--- src/rtl/alu_op_decoder.sv ---
`default_nettype none
// ============================================================================
// Module   : alu_op_decoder
// Brief    : Decodes 9-bit instruction words ([8:5] op, [4:3] ra, [2:0] imm)
//            into ALU ops, buffers them in a DEPTH-entry FIFO and issues them
//            downstream over a valid/ready handshake. Handles illegal words,
//            the REST (halt) op and issue/illegal counting.
// Options  : `define ALU_OP_DECODER_TRAP_EN to make an illegal word also
//            trap the decoder until resume_i.
// Revision : 1.0 - initial release
// ============================================================================
module alu_op_decoder #(
    parameter int DEPTH = 2,
    parameter int CNT_W = 16
) (
    input  logic             clk,
    input  logic             reset,
    input  logic             in_valid_i,
    output logic             in_ready_o,
    input  logic [8:0]       inst_i,
    output logic             out_valid_o,
    input  logic             out_ready_i,
    output logic [3:0]       op_o,
    output logic [1:0]       ra_o,
    output logic [2:0]       imm_o,
    input  logic             resume_i,
    output logic             halted_o,
    output logic             illegal_o,
    output logic [CNT_W-1:0] issue_cnt_o,
    output logic [CNT_W-1:0] illegal_cnt_o
);

    localparam int c_PTR_W = (DEPTH > 1) ? $clog2(DEPTH) : 1;

    localparam logic [1:0] c_ST_RUN  = 2'd0;
    localparam logic [1:0] c_ST_HALT = 2'd1;
`ifdef ALU_OP_DECODER_TRAP_EN
    localparam logic [1:0] c_ST_TRAP = 2'd2;
`endif

    localparam logic [3:0] c_OP_TWCMP   = 4'd7;
    localparam logic [3:0] c_OP_REST    = 4'd10;
    localparam logic [3:0] c_OP_MAX_LEG = 4'd10;

    logic [1:0]         r_state;
    logic [8:0]         r_mem [DEPTH];
    logic [c_PTR_W-1:0] r_wrPtr;
    logic [c_PTR_W-1:0] r_rdPtr;
    logic [c_PTR_W:0]   r_count;
    logic               r_illegal;
    logic [CNT_W-1:0]   r_issueCnt;
    logic [CNT_W-1:0]   r_illegalCnt;

    logic       w_full;
    logic       w_empty;
    logic       w_accept;
    logic       w_pop;
    logic       w_push;
    logic       w_legal;
    logic       w_twcmpBad;
    logic [3:0] w_op;
    logic [2:0] w_imm;
    logic [8:0] w_head;

    assign w_op    = inst_i[8:5];
    assign w_imm   = inst_i[2:0];
    assign w_full  = (r_count == (c_PTR_W+1)'(DEPTH));
    assign w_empty = (r_count == '0);

    // TWCMP names a pattern bit position, so only 1..5 are meaningful
    assign w_twcmpBad = (w_op == c_OP_TWCMP) && ((w_imm == 3'd0) || (w_imm > 3'd5));
    assign w_legal    = (w_op <= c_OP_MAX_LEG) && !w_twcmpBad;

    // Ready depends only on registered state: a same-cycle pop never frees a slot
    assign in_ready_o = (r_state == c_ST_RUN) && !w_full;
    assign w_accept   = in_valid_i && in_ready_o;
    assign w_push     = w_accept && w_legal;
    assign w_pop      = !w_empty && out_ready_i;

    assign w_head      = r_mem[r_rdPtr];
    assign out_valid_o = !w_empty;
    // Fields read as zero while the FIFO is empty (including after reset)
    assign op_o        = w_empty ? 4'd0 : w_head[8:5];
    assign ra_o        = w_empty ? 2'd0 : w_head[4:3];
    assign imm_o       = w_empty ? 3'd0 : w_head[2:0];

    assign halted_o      = (r_state != c_ST_RUN);
    assign illegal_o     = r_illegal;
    assign issue_cnt_o   = r_issueCnt;
    assign illegal_cnt_o = r_illegalCnt;

    // FIFO storage: contents need no reset since occupancy gates visibility
    always_ff @(posedge clk) begin
        if (w_push) begin
            r_mem[r_wrPtr] <= inst_i;
        end
    end

    // FIFO pointers and occupancy
    always_ff @(posedge clk) begin
        if (reset) begin
            r_wrPtr <= '0;
            r_rdPtr <= '0;
            r_count <= '0;
        end else begin
            if (w_push) begin
                r_wrPtr <= r_wrPtr + c_PTR_W'(1);
            end
            if (w_pop) begin
                r_rdPtr <= r_rdPtr + c_PTR_W'(1);
            end
            case ({w_push, w_pop})
                2'b10:   r_count <= r_count + (c_PTR_W+1)'(1);
                2'b01:   r_count <= r_count - (c_PTR_W+1)'(1);
                default: r_count <= r_count;
            endcase
        end
    end

    // Run/halt control: REST halts after issue is queued, resume_i restarts
    always_ff @(posedge clk) begin
        if (reset) begin
            r_state <= c_ST_RUN;
        end else begin
            case (r_state)
                c_ST_RUN: begin
                    if (w_push && (w_op == c_OP_REST)) begin
                        r_state <= c_ST_HALT;
                    end
`ifdef ALU_OP_DECODER_TRAP_EN
                    else if (w_accept && !w_legal) begin
                        r_state <= c_ST_TRAP;
                    end
`endif
                end
                c_ST_HALT: begin
                    if (resume_i) begin
                        r_state <= c_ST_RUN;
                    end
                end
`ifdef ALU_OP_DECODER_TRAP_EN
                c_ST_TRAP: begin
                    if (resume_i) begin
                        r_state <= c_ST_RUN;
                    end
                end
`endif
                default: r_state <= c_ST_RUN;
            endcase
        end
    end

    // Illegal pulse and wrapping issue/illegal counters
    always_ff @(posedge clk) begin
        if (reset) begin
            r_illegal    <= 1'b0;
            r_issueCnt   <= '0;
            r_illegalCnt <= '0;
        end else begin
            r_illegal <= w_accept && !w_legal;
            if (w_pop) begin
                r_issueCnt <= r_issueCnt + CNT_W'(1);
            end
            if (w_accept && !w_legal) begin
                r_illegalCnt <= r_illegalCnt + CNT_W'(1);
            end
        end
    end

endmodule
`default_nettype wire

--- config.mk ---
export PLATFORM = sky130hd
export DESIGN_NAME = alu_op_decoder
export DESIGN_NICKNAME = d
export VERILOG_FILES = /design/src/rtl/alu_op_decoder.sv
export SDC_FILE = /design/constraint.sdc
export NUM_CORES = 1
export LEC_CHECK = 0
export CAP_MARGIN = 25
export CORE_ASPECT_RATIO = 0.75
export CORE_MARGIN = 5
export CORE_UTILIZATION = 44
export CTS_CLUSTER_SIZE = 10
export DETAILED_ROUTE_END_ITERATION = 12
export HOLD_SLACK_MARGIN = 0.15
export PLACE_DENSITY_LB_ADDON = 0.1
export SYNTH_ARGS = -nofsm -noshare
export SYNTH_HDL_FRONTEND = slang
export SYNTH_SLANG_ARGS = --single-unit
--- constraint.sdc ---
create_clock -name clk -period 2.1 [get_ports clk]
set_clock_uncertainty 0.1 [all_clocks]
set_input_delay 0.525 -clock clk [delete_from_list [all_inputs] [get_ports clk]]
set_output_delay 0.525 -clock clk [all_outputs]
set_load 0.01 [all_outputs]
==> qor.csv <==
stage;metric;value;unit
outcome;status;completed;
timing;min_period;2.03;ns
timing;hold_slack;0.341;ns
timing;slew_headroom;66.8;%
routing;drc;0;
clock_tree;cts_tree;built;
timing;drv_slew;0;
setup_path;cp_data_required_time;2.23;ns
global_route;grt_pass1_wl;9.94;mm
setup_path;crit_path_max_fanout;6;
die;io_pins;59;
finish;diodes;0;
routing;wl;6.21;mm
die;fp.dieH;74.9;um
clock_tree;clk_path_buf_depth;2;
global_route;track_usage;18.3;%
synthesis;synth_area;2470;um^2
setup_path;worstPathArrival;2.15;ns
timing;rsz0062_at_grt;no;
timing;finalSetupViolations;0;
synthesis;netlist_instances;246;
routing;drtAntennaViolNets;0;
timing;hold_violations;0;
die;die-area;7230;um^2
routing;drt-initial-drc-count;125;
synthesis;synth_sequential_area_ratio;53.5;%
synthesis;ys_seq_elements;57;
finish;design_area;3650;um^2
clock_tree;clock-root-buffer;clkbuf_8;
routing;first_pass_iters;4;
job;cap_viol_max_count;0;
finish;fin_nets;362;
clock_tree;cts_hold_buf;0;
global_route;antenna_found_initial;0;
setup_path;criticalPathCategory;flop to flop;
finish;syn_to_final_growth;47.6;%
synthesis;yosysWarnings;0;
clock_tree;path_clk_slew;0.07;ns
clock_tree;cts_buffers;9;
die;num_rows;23;
worst_hold_path;hold_path.class;input pin to flop;
placement;place.gp.congestion;0.782;
timing;period_share;96.5;%
placement;dpl.hpwl;4.18;mm
routing;vias_per_cell;5.13;
power;power;3.06;mW
synthesis;avgSynthCellArea;10.0;um^2
routing;vias;2182;
global_route;overflow;0;
placement;io_buffer_count;58;
timing;fmax;0.493;GHz
global_route;grt_pass1_vias;2067;
clock_tree;clk_latency;0.33;ns
synthesis;synth_cell_types;33;
timing;tightest_slew;0.497;ns
power;pwr_density_cell;839;nW/um^2
placement;place_inst;403;
setup_path;startpoint_type;flop;
clock_tree;htreeDepth;3;
setup_path;end_kind;flop;
finish;drive_gt1_share;19.7;%
clock_tree;cts_sinks;57;
routing;routedWlPerCell;14.6;um
synthesis;syn_nets;263;
global_route;grt_max_degree;19;
placement;place_area;3380;um^2
die;die_x;96.5;um
power;ir_worst_vdd;0.495;mV
die;start_util;45.9;%
finish;instances_no_fill;425;
power;power_leakage;1.35;nW
die;coreArea;5380;um^2
## cell usage in the layout (no fill, tap or decap), drive strengths merged, types with 4 or more instances in the layout
cell type      count
nand3             11
nor2b              4
clkbuf            16
nand4             11
o31ai              5
clkdlybuf4s50     40
buf               38
dfxtp             39
xnor2             14
edfxtp            18
nor4               4
inv                6
xor2               7
nor2              40
mux2i             10
a21oi             13
o21ai              5
or3                4
nand2             12
nor3               4
dlygate4sd2       14
or4                6
## cell families after synthesis
family / share of synthesized area (%)
AOI/OAI and AO/OA: 8.66
xor gates and xnor gates: 7.44
adders and majority gates: 1.52
buffers and inverters: 2.23
DFF: 53.5
muxes: 5.42
and+or+nand+nor: 21.3
## where the power goes
group | internal [mW] | leakage [nW] | switching [mW]
sequential | 1.23 | 0.482 | 0.0558
combinational | 0.441 | 0.773 | 0.400
clock | 0.522 | 0.0904 | 0.415
total | 2.19 | 1.35 | 0.870
## repair_timing
item	CTS	global route
cloned	0	0
endpoints found under the setup margin	45	13
gates resized for setup	28	14
pin swaps	6	7
setup buffers	6	0
## registers in the layout (all words and copies together), names as in the netlist, named ones only
name           flops
r_mem             18
illegal_cnt_o     16
issue_cnt_o       16
r_count            2
illegal_o          1
r_rdPtr            1
r_state            1
r_wrPtr            1
## path summary, 6_finish.rpt
kind	start	to	slack [ns]	depth (start not counted)
worst max-delay path	r_count[1]	illegal_cnt_o[15]	0.07	6
worst min-delay path	inst_i[1]	r_mem[1][1]	0.34	1
worst max register to register	r_count[1]	illegal_cnt_o[15]	0.07	6
worst min register to register	illegal_cnt_o[5]	illegal_cnt_o[5]	0.41	2
## area by class of cell
cell class	count	area, um^2
fill	438	1730
sequential	57	1320
multi-input combinational	175	1170
timing repair buffer	96	857
clock buffer	14	173
tap	75	93.8
inverter	6	22.5
clock inverter	2	11.3
## layer usage
metal	global-route usage [%]	wire length, um	vias up
met3	6.99	451	7
met5	0	0	-
met1	23.6	2840	1024
met4	5.13	52	0
met2	28.9	2870	67
li1	-	-	1084
## cell usage after synthesis
library cell	instances	area, um^2
or3b_1	1	8.76
mux2i_1	10	100
dfxtp_1	39	781
or3_1	4	25.0
nand4_1	11	68.8
inv_1	6	22.5
a2111oi_0	1	8.76
and3_1	2	12.5
nor2_1	40	150
nand2b_1	1	6.26
a21o_1	2	15.0
a21oi_1	13	65.1
and2_1	2	12.5
o31ai_1	5	37.5
edfxtp_1	18	541
nor4_1	4	25.0
and4_1	3	26.3
xor2_1	7	61.3
o21ba_2	1	10.0
o21a_1	2	15.0
nor2b_1	4	25.0
or4_1	6	45.0
a211oi_1	3	22.5
mux2_2	3	33.8
clkbuf_1	6	22.5
buf_2	2	10.0
o21ai_0	5	25.0
xnor2_1	14	123
nand2_1	12	45.0
nor3_1	4	20.0
ha_1	3	37.5
o2111ai_2	1	15.0
nand3_1	11	55.1
## worst max-delay path: stages (launching register included)
cell and delay [ns]:
dfxtp_1 0.35, nor2b_1 0.16, or3b_4 0.38, a21o_4 0.20, buf_6 0.13, nor4_4 0.28
mux2_4 0.32
## metrics by stage
stage / setup WS (ns) / TNS (ns) / util (%)
2_1_floorplan: -0.0373 / -0.0373 / -
3_3_place_gp: -0.542 / -14.94 / 62.8
3_5_place_dp: -0.623 / -17.85 / 62.8
4_1_cts: 0.00734 / 0 / 67.4
5_1_grt: 0.00487 / 0 / 67.8
6_report: 0.0728 / 0 / 67.8
(Power assumes the default switching activity.)
==> RTL change, RTL diff (same flow settings) <==
The option `ALU_OP_DECODER_TRAP_EN` is turned on by a define.
--- a/src/rtl/alu_op_decoder.sv
+++ b/src/rtl/alu_op_decoder.sv
@@ -9,6 +9,8 @@
 //            trap the decoder until resume_i.
 // Revision : 1.0 - initial release
 // ============================================================================
+`define ALU_OP_DECODER_TRAP_EN
+
 module alu_op_decoder #(
     parameter int DEPTH = 2,
     parameter int CNT_W = 16
Formal check against the unedited RTL: not equivalent (Yosys sat finds a counterexample within 4 cycles, from zero or initial values and one cycle with reset high).
==> RTL change against the unedited design <==
Fmax about the same. Sequential share of layout area is 1.8 points lower. Design area rose by 6.9%. Sequential cell count increased by 1. Combinational power is 7.0% higher. Setup slack hardly changed. Power rose by 7.7%. First-iteration DRC count down 18%. Wire length rose by 4.4%. Clock power rose by 17%. Synthesized area increased by 12%. Critical endpoint is now r_count[1].
==> RTL change: results (changes against the unedited design) <==
Status -> finished, final reports clean
Reg2reg end -> r_count[1]
Share of cells above drive strength 1 -> 0.201 (+0.00392)
Slowest stage cell, crit path -> clkdlybuf4s50_1
Number of global-route vias before repair -> 2,236 (+8.2%)
Starting DRT DRC Count -> 102 (-18%)
Mux cell area share after synthesis -> 0.0898 (+0.0356)
Beginning of the worst hold path -> r_wrPtr
Placed cell count -> 441 (+9.4%)
Largest net degree at the start of global routing -> 39 (+20)
Syn Inst Count -> 287 (+17%)
Reg2Reg Launch Point -> r_state[0]
Adder-Cell Fraction of Synth Area -> 0.0181 (+0.00294)
Synth unique cells -> 38 (+15%)
Hold EP -> r_wrPtr
Synthesized Nets -> 305 (+16%)
Max rail drop VDD -> 0.531 mV (+7.2%)
Gr usage total -> 0.169 (-0.0140)
First-pass GRT wire length -> 10,400 um (+5.0%)
Crit path from -> in_valid_i
Slowest cell delay on critical path -> 0.50 ns (+0.12 ns)
Depth of the worst hold-timing path -> 2 (+1)
Arr. time, crit path -> 2.20 ns (+0.05 ns)
Commonest cells in the netlist -> 41 x nor2_1, 40 x dfxtp_1, 22 x a21oi_1
GP Congestion -> 0.789 (+0.86%)
Post-DR vias/cell -> 5.34 (+3.9%)
Reg2Reg Depth -> 8 (+2)
[RTL change: cell types whose count changed after synthesis, moves of 3 or more]
cell	delta
mux2_2	+11
nor2b_1	+11
a21oi_1	+9
xnor2_1	-8
and2_1	+6
nand4_1	+5
and3_1	+4
nand2_1	-4
nor4_1	-4
buf_1	+3
[RTL change: layout make-up]
cell class | count | area (um^2) | area share
clock inverters | 6 | 81.3 | 0.0209
well taps | 81 | 101 | 0.0260
repair buffers | 90 | 822 | 0.211
clock buffers | 10 | 128 | 0.0327
flip-flops and latches | 58 | 1340 | 0.345
multi-input cells | 207 | 1400 | 0.358
inverters | 7 | 26.3 | 0.00674
[RTL change: through the flow]
| step | hold slack, ns | worst slack (ns) | utilization | power [mW] | instance area (um^2) |
|---|---|---|---|---|---|
| after floorplan | 0.348 | 0.0441 | - | 1.76 | 2760 |
| after global placement | 0.362 | -0.465 | 0.583 | 2.20 | 3610 |
| after detailed placement | 0.363 | -0.518 | 0.583 | 2.22 | 3610 |
| after CTS | 0.376 | 0.00224 | 0.625 | 3.32 | 3870 |
| after global routing | 0.387 | 0.000790 | 0.629 | 3.49 | 3900 |
| final | 0.380 | 0.0729 | 0.629 | 3.30 | 3900 |
[RTL change: routing by layer]
layer  up-vias  track usage  wire (um)
met5         -            0          0
met4         0       0.0558         84
met3         9       0.0710        409
met2        60        0.251       2810
met1      1173        0.221       3180
li1       1207            -          -
[RTL change: what timing repair did]
item	in CTS	in global routing
cloned	0	1
pin swaps	3	1
gates resized for setup	28	12
endpoints found under the setup margin	27	11
endpoints found under the hold margin	0	0
buffers inserted	1	0
[RTL change: where the power goes]
group	total, mW	internal, mW	switching (mW)
logic	0.900	0.463	0.437
registers	1.30	1.25	0.0494
clock network	1.10	0.659	0.439
